<file path="config.mk">
export PLATFORM = sky130hd
export DESIGN_NAME = alarm_snooze_ctrl_flat
export DESIGN_NICKNAME = d
export VERILOG_FILES = /design/src/rtl/alarm_snooze_ctrl_if.sv /design/src/rtl/alarm_snooze_ctrl.sv /design/src/flat_wrapper.sv
export SDC_FILE = /design/constraint.sdc
export NUM_CORES = 1
export LEC_CHECK = 0
export ABC_AREA = 1
export BUFFER_PORTS_ARGS = -buffer_cell sky130_fd_sc_hd__buf_2
export CORE_MARGIN = 1
export CORE_UTILIZATION = 51
export DETAILED_ROUTE_END_ITERATION = 10
export PLACE_DENSITY = 0.74
export SLEW_MARGIN = 20
export SYNTH_ARGS = -nofsm -noshare
export SYNTH_HDL_FRONTEND = slang
export SYNTH_SLANG_ARGS = --single-unit
</file>
<file path="constraint.sdc">
create_clock -name clock -period 1.7 [get_ports clock]
set_input_delay 0.255 -clock clock [delete_from_list [all_inputs] [get_ports clock]]
set_output_delay 0.255 -clock clock [all_outputs]
set_load 0.005 [all_outputs]
</file>
<file path="src/rtl/alarm_snooze_ctrl_if.sv">
// Signal bundle between the alarm time comparator/buttons and the wake-up controller.
// The master drives the alarm and button inputs; the slave (controller) drives the buzzer/display status.
interface alarm_snooze_ctrl_if #(
  parameter int SNZ_W = 2
);
  logic             alarme;
  logic             dia_util;
  logic             soneca;
  logic             confirmar;
  logic             novo_dia;
  logic             tocando;
  logic             desligar;
  logic             levantado;
  logic [SNZ_W-1:0] snooze_count;
  logic [1:0]       estado;

  modport master (
    output alarme, dia_util, soneca, confirmar, novo_dia,
    input  tocando, desligar, levantado, snooze_count, estado
  );

  modport slave (
    input  alarme, dia_util, soneca, confirmar, novo_dia,
    output tocando, desligar, levantado, snooze_count, estado
  );
endinterface

</file>
<file path="src/rtl/alarm_snooze_ctrl.sv">
// Wake-up controller: sleeping -> ringing <-> bounded snooze loop -> up, re-armed by the midnight pulse.
// All outputs come straight from flops that are loaded from the next-state logic.
module alarm_snooze_ctrl #(
  parameter int SNOOZE_CYCLES = 8,
  parameter int RING_CYCLES   = 16,
  parameter int MAX_SNOOZE    = 3,
  parameter int CNT_W         = 8,
  parameter int SNZ_W         = 2
) (
  input  logic                clock,
  input  logic                reset,
  alarm_snooze_ctrl_if.slave  bus
);

  typedef enum logic [1:0] {
    DORMINDO  = 2'd0,
    TOCANDO   = 2'd1,
    SONECA    = 2'd2,
    LEVANTADO = 2'd3
  } state_t;

  localparam logic [CNT_W-1:0] RING_LAST   = CNT_W'(RING_CYCLES - 1);
  localparam logic [CNT_W-1:0] SNOOZE_LAST = CNT_W'(SNOOZE_CYCLES - 1);
  localparam logic [SNZ_W-1:0] SNZ_LIMIT   = SNZ_W'(MAX_SNOOZE);

  state_t           r_state;
  state_t           w_next_state;
  logic [CNT_W-1:0] r_cnt;
  logic [CNT_W-1:0] w_next_cnt;
  logic [CNT_W-1:0] w_cnt_inc;
  logic [SNZ_W-1:0] r_snz;
  logic [SNZ_W-1:0] w_next_snz;
  logic             r_tocando;
  logic             r_desligar;
  logic             r_levantado;
  logic             w_can_snooze;
  logic             w_snooze_req;

  // Counter saturates instead of wrapping, so a capped ringing phase can last forever.
  assign w_cnt_inc    = (r_cnt == {CNT_W{1'b1}}) ? r_cnt : r_cnt + CNT_W'(1);
  assign w_can_snooze = (r_snz < SNZ_LIMIT);
  assign w_snooze_req = bus.soneca || (r_cnt == RING_LAST);

  always_comb begin
    w_next_state = r_state;
    w_next_cnt   = w_cnt_inc;
    w_next_snz   = r_snz;
    case (r_state)
      DORMINDO: begin
        w_next_cnt = '0;
        if (bus.alarme && bus.dia_util) begin
          w_next_state = TOCANDO;
          w_next_snz   = '0;
        end
      end
      TOCANDO: begin
        if (bus.confirmar) begin
          w_next_state = LEVANTADO;
          w_next_cnt   = '0;
        end else if (w_snooze_req && w_can_snooze) begin
          w_next_state = SONECA;
          w_next_cnt   = '0;
          w_next_snz   = r_snz + SNZ_W'(1);
        end
      end
      SONECA: begin
        if (bus.confirmar) begin
          w_next_state = LEVANTADO;
          w_next_cnt   = '0;
        end else if (r_cnt == SNOOZE_LAST) begin
          w_next_state = TOCANDO;
          w_next_cnt   = '0;
        end
      end
      LEVANTADO: begin
        w_next_cnt = '0;
      end
      default: begin
        w_next_state = DORMINDO;
        w_next_cnt   = '0;
      end
    endcase
    // Midnight re-arm overrides every state-local decision.
    if (bus.novo_dia) begin
      w_next_state = DORMINDO;
      w_next_cnt   = '0;
      w_next_snz   = '0;
    end
  end

  always_ff @(posedge clock or negedge reset) begin
    if (!reset) begin
      r_state     <= DORMINDO;
      r_cnt       <= '0;
      r_snz       <= '0;
      r_tocando   <= 1'b0;
      r_desligar  <= 1'b0;
      r_levantado <= 1'b0;
    end else begin
      r_state     <= w_next_state;
      r_cnt       <= w_next_cnt;
      r_snz       <= w_next_snz;
      r_tocando   <= (w_next_state == TOCANDO);
      r_desligar  <= (w_next_state == LEVANTADO) && (r_state != LEVANTADO);
      r_levantado <= (w_next_state == LEVANTADO);
    end
  end

  assign bus.tocando      = r_tocando;
  assign bus.desligar     = r_desligar;
  assign bus.levantado    = r_levantado;
  assign bus.snooze_count = r_snz;
  assign bus.estado       = r_state;

endmodule

</file>
<file path="src/flat_wrapper.sv">
// flat-port wrapper written by rule: the top's interface ports become plain ports
module alarm_snooze_ctrl_flat 
#(
  parameter int SNOOZE_CYCLES = 8,
  parameter int RING_CYCLES   = 16,
  parameter int MAX_SNOOZE    = 3,
  parameter int CNT_W         = 8,
  parameter int SNZ_W         = 2
)
  (clock, reset, bus_alarme, bus_dia_util, bus_soneca, bus_confirmar, bus_novo_dia, bus_tocando, bus_desligar, bus_levantado, bus_snooze_count, bus_estado);
  alarm_snooze_ctrl_if #(.SNZ_W(SNZ_W)) bus_i ();
  input  logic clock;
  input  logic reset;
  input wire logic [$bits(bus_i.alarme)-1:0] bus_alarme;
  input wire logic [$bits(bus_i.dia_util)-1:0] bus_dia_util;
  input wire logic [$bits(bus_i.soneca)-1:0] bus_soneca;
  input wire logic [$bits(bus_i.confirmar)-1:0] bus_confirmar;
  input wire logic [$bits(bus_i.novo_dia)-1:0] bus_novo_dia;
  output wire logic [$bits(bus_i.tocando)-1:0] bus_tocando;
  output wire logic [$bits(bus_i.desligar)-1:0] bus_desligar;
  output wire logic [$bits(bus_i.levantado)-1:0] bus_levantado;
  output wire logic [$bits(bus_i.snooze_count)-1:0] bus_snooze_count;
  output wire logic [$bits(bus_i.estado)-1:0] bus_estado;
  assign bus_i.alarme = bus_alarme;
  assign bus_i.dia_util = bus_dia_util;
  assign bus_i.soneca = bus_soneca;
  assign bus_i.confirmar = bus_confirmar;
  assign bus_i.novo_dia = bus_novo_dia;
  assign bus_tocando = bus_i.tocando;
  assign bus_desligar = bus_i.desligar;
  assign bus_levantado = bus_i.levantado;
  assign bus_snooze_count = bus_i.snooze_count;
  assign bus_estado = bus_i.estado;
  alarm_snooze_ctrl #(.SNOOZE_CYCLES(SNOOZE_CYCLES), .RING_CYCLES(RING_CYCLES), .MAX_SNOOZE(MAX_SNOOZE), .CNT_W(CNT_W), .SNZ_W(SNZ_W)) u_core (.clock(clock), .reset(reset), .bus(bus_i));
endmodule
</file>
==> impl_metrics.csv <==
group,metric,value,unit
critical_path,critical-path-max-stage-delay,0.39,ns
clock_tree,cts.reportedPaths.clkPinSlew,0.08,ns
placed_design,hpwl,1.126,mm
clock_tree,max-clock-path-buffers,2,
global_route,antenna_found_initial,0,
pwr,power.density,750.0,nW/µm²
clock_tree,cts_repair_resize_count,0,
critical_path,timing.rr.start,"u_core.r_cnt[0]$_DFF_PN0_",
global_route,vias_in_the_first_global_route,648,
placed_design,placedInstanceArea,905.9,µm²
yosys,synth.yosys.warnings,0,
die,boundaryPins,14,
timing,timing.final.max_slew_violations,0,
route,first_pass_iters,4,
global_route,grt_start_max_net_pins,16,
die,initial_cell_density_of_the_core,54.49,%
timing,slew_headroom,77.75,%
route,routed_wl_per_cell,10.77,µm
min_path,hold_path.startpoint,"bus_novo_dia",
route,via_count,693,
yosys,ys_ff_latch,15,
finish,diodes,0,
placed_design,port_buffers,13,
yosys,post_synth_num_cell_types,22,
finish,post_layout_nonfiller_instances,134,
timing,fmaxAchievable,683.6,MHz
outcome,outcome,"finished clean",
global_route,global_route_wire_length_before_repair,2.656,mm
yosys,syn_nets,109,
critical_path,timing.setup.critical_path_class,"reg -> reg",
critical_path,start_kind,"flop",
global_route,groute.usage.overall,19.85,%
die,rows,14,
die,core-area,1506,µm²
clock_tree,cts-buffers-inserted,3,
clock_tree,tritoncts,"yes",
finish,area_growth_syn_to_layout,14.94,%
route,drtAntennaViolNets,0,
placed_design,dp_cells,129,
critical_path,cell_by_cell_listing_of_the_critical_path,"ha_1, nand3_2, nor2_2, nand3_4, nand3_1, o21ai_0, nor2_1",
clock_tree,htree_levels,1,
critical_path,slowest_cell_on_the_critical_path,"sky130_fd_sc_hd__dfrtp_1",
yosys,post_synth_inst_count,100,
yosys,postSynth.topFlopCell,"sky130_fd_sc_hd__dfrtp_1",
yosys,synth_area,820.8,µm²
placed_design,place_congestion,0.8148,
timing,rsz_0062_raised_after_global_routing,"false",
route,wl_final,1.443,mm
timing,number_of_failing_setup_endpoints_in_the_final_timing_report,0,
job,maxCapViolations,0,
pwr,static-leakage-power,0.4776,nW
critical_path,critical_path.endpoint_type,"flop",
timing,timing.final.crit_period,1.463,ns
yosys,synth_edf_count,0,
timing,post-route-worst-setup-slack,0.2371,ns
timing,clock-skew-final,0.005743,ns
route,drc_errors,0,
die,floorplan.die.width,42.12,µm
clock_tree,clock_sinks,15,
route,detail_route.iter0.violations,11,
global_route,global_route.overflow_total,0,
timing,fin_hold_ws,0.2840,ns
timing,accumulated_negative_setup_slack,0,ns
critical_path,timing.critical_path.from,"u_core.r_cnt[0]$_DFF_PN0_",
die,die-area,1774,µm²
min_path,hold_path_class,"in -> reg",
yosys,post_syn_area_per_cell,8.208,µm²
critical_path,required_time_at_the_worst_slack_endpoint,1.91,ns
critical_path,cp_data_arrival_time,1.68,ns
placed_design,detailedPlace.worstSlack,0.2365,ns
critical_path,path_max_fanout,8,
timing,slew_at_the_pin_closest_to_its_max_slew_limit,0.3338,ns
pwr,totalPowerFinal,0.7075,mW
timing,hold_violation_count_in_the_final_report,0,
finish,fraction_of_layout_cells_with_a_size_suffix_above_1,28.81,%
die,die_h,42.12,µm
finish,utilization,62.62,%
timing,final_critical_path_share_of_the_clock_period,86.05,%
clock_tree,clkLatencyLatePin,0.28,ns
finish,final_net_count,128,
yosys,synth.yosys.seq_area_share,45.73,%
pwr,peakVddDrop,0.4915,mV
finish,fin_area,943.4,µm²
yosys,asyncSetResetFlopFracSynth,100.0,%
clock_tree,clock_tree.root_cell,"sky130_fd_sc_hd__clkbuf_4",
route,vias_per_cell,5.172,
==> cell usage after synthesis (2+ instances only) <==
| cell type | instances | area [µm²] |
|---|---|---|
| sky130_fd_sc_hd__nand2_2 | 7 | 43.79 |
| sky130_fd_sc_hd__nand2_1 | 19 | 71.32 |
| sky130_fd_sc_hd__nor2_2 | 4 | 25.02 |
| sky130_fd_sc_hd__inv_1 | 11 | 41.29 |
| sky130_fd_sc_hd__dfrtp_1 | 15 | 375.4 |
| sky130_fd_sc_hd__nand3_1 | 8 | 40.04 |
| sky130_fd_sc_hd__o21ai_1 | 4 | 20.02 |
| sky130_fd_sc_hd__o21ai_0 | 4 | 20.02 |
| sky130_fd_sc_hd__a21oi_1 | 3 | 15.01 |
| sky130_fd_sc_hd__ha_1 | 2 | 25.02 |
| sky130_fd_sc_hd__nor2_1 | 12 | 45.04 |
==> what timing repair did <==
item                                   4_1_cts  5_1_grt
buffers inserted                             0        0
endpoints found under the hold margin       15        0
hold buffers                                 1        0
==> layer usage <==
| layer | vias up | global-route usage (%) | part of all wire [%] | wire length (µm) |
|---|---|---|---|---|
| li1 | 356 | - | - | - |
| met1 | 320 | 24.79 | 46 | 667 |
| met2 | 13 | 34.06 | 49 | 705 |
| met3 | 4 | 2.586 | 3.4 | 49 |
| met4 | 0 | 9.375 | 1.5 | 21 |
| met5 | - | 0 | 0 | 0 |
==> logic make-up (layout without fill, tap and decap cells) <==
logic type | count (synthesis) | in the layout | synth area share, %
DFF | 15 | 15 | 45.73
xor gates and xnor gates | 2 | 2 | 2.135
buffers and inverters | 12 | 30 | 5.487
adders and majority gates | 2 | 2 | 3.048
AOI/OAI and AO/OA | 14 | 14 | 9.909
and+or+nand+nor | 55 | 55 | 33.69
==> flip-flops by register name, summed over array words and instances, names as in the netlist <==
register,count
u_core.r_cnt,8
u_core.bus.estado,2
u_core.bus.levantado,1
u_core.bus.desligar,1
u_core.bus.snooze_count,2
u_core.bus.tocando,1
==> final cells by class <==
type | count | area, µm²
Clock buffer | 3 | 22.52
Timing Repair Buffer | 14 | 75.07
Fill cell | 139 | 563.0
Multi-Input combinational cell | 73 | 400.4
Sequential cell | 15 | 375.4
Inverter | 12 | 45.04
Clock inverter | 1 | 5.005
Tap cell | 16 | 20.02
==> final timing paths <==
kind	end	slack, ns	depth (start not counted)
max	u_core.r_cnt[2]$_DFF_PN0_	0.24	7
min	u_core.bus.snooze_count[0]$_DFFE_PN0P_	0.28	4
max reg2reg	u_core.r_cnt[2]$_DFF_PN0_	0.24	7
min reg2reg	u_core.bus.snooze_count[1]$_DFFE_PN0P_	0.53	2
max in group asynchronous	u_core.r_cnt[2]$_DFF_PN0_	1.03	2
min in group asynchronous	u_core.r_cnt[6]$_DFF_PN0_	0.42	2
==> cell usage in the layout, fill, tap and decap left out <==
master,n
sky130_fd_sc_hd__o21bai_2,1
sky130_fd_sc_hd__nand2b_1,1
sky130_fd_sc_hd__nand3_1,8
sky130_fd_sc_hd__clkbuf_4,3
sky130_fd_sc_hd__nand2_2,7
sky130_fd_sc_hd__nand2_1,19
sky130_fd_sc_hd__o211ai_1,1
sky130_fd_sc_hd__a21oi_1,3
sky130_fd_sc_hd__clkinv_2,1
sky130_fd_sc_hd__nand3_2,1
sky130_fd_sc_hd__o21ai_0,4
sky130_fd_sc_hd__o21ai_1,4
sky130_fd_sc_hd__buf_2,13
sky130_fd_sc_hd__inv_1,11
sky130_fd_sc_hd__a22oi_1,1
sky130_fd_sc_hd__xor2_1,1
sky130_fd_sc_hd__ha_1,2
sky130_fd_sc_hd__nor2_1,12
sky130_fd_sc_hd__dlygate4sd3_1,1
sky130_fd_sc_hd__or2_2,1
sky130_fd_sc_hd__dfrtp_1,15
sky130_fd_sc_hd__nor2_4,1
sky130_fd_sc_hd__nand3_4,1
sky130_fd_sc_hd__nor2_2,4
sky130_fd_sc_hd__xnor2_1,1
sky130_fd_sc_hd__inv_2,1
==> critical path: cells and delay by family (launching register included) <==
family	cells	cell delay [ns]
adders and majority gates	1	0.24
AOI/OAI and AO/OA	1	0.08
and+or+nand+nor	5	0.69
DFF	1	0.39
==> power by group <==
part	switching [mW]	internal, mW	total [mW]
clock	0.112	0.0873	0.199
combinational	0.0680	0.0466	0.115
sequential	0.0177	0.376	0.394
(Power assumes the default switching activity.)
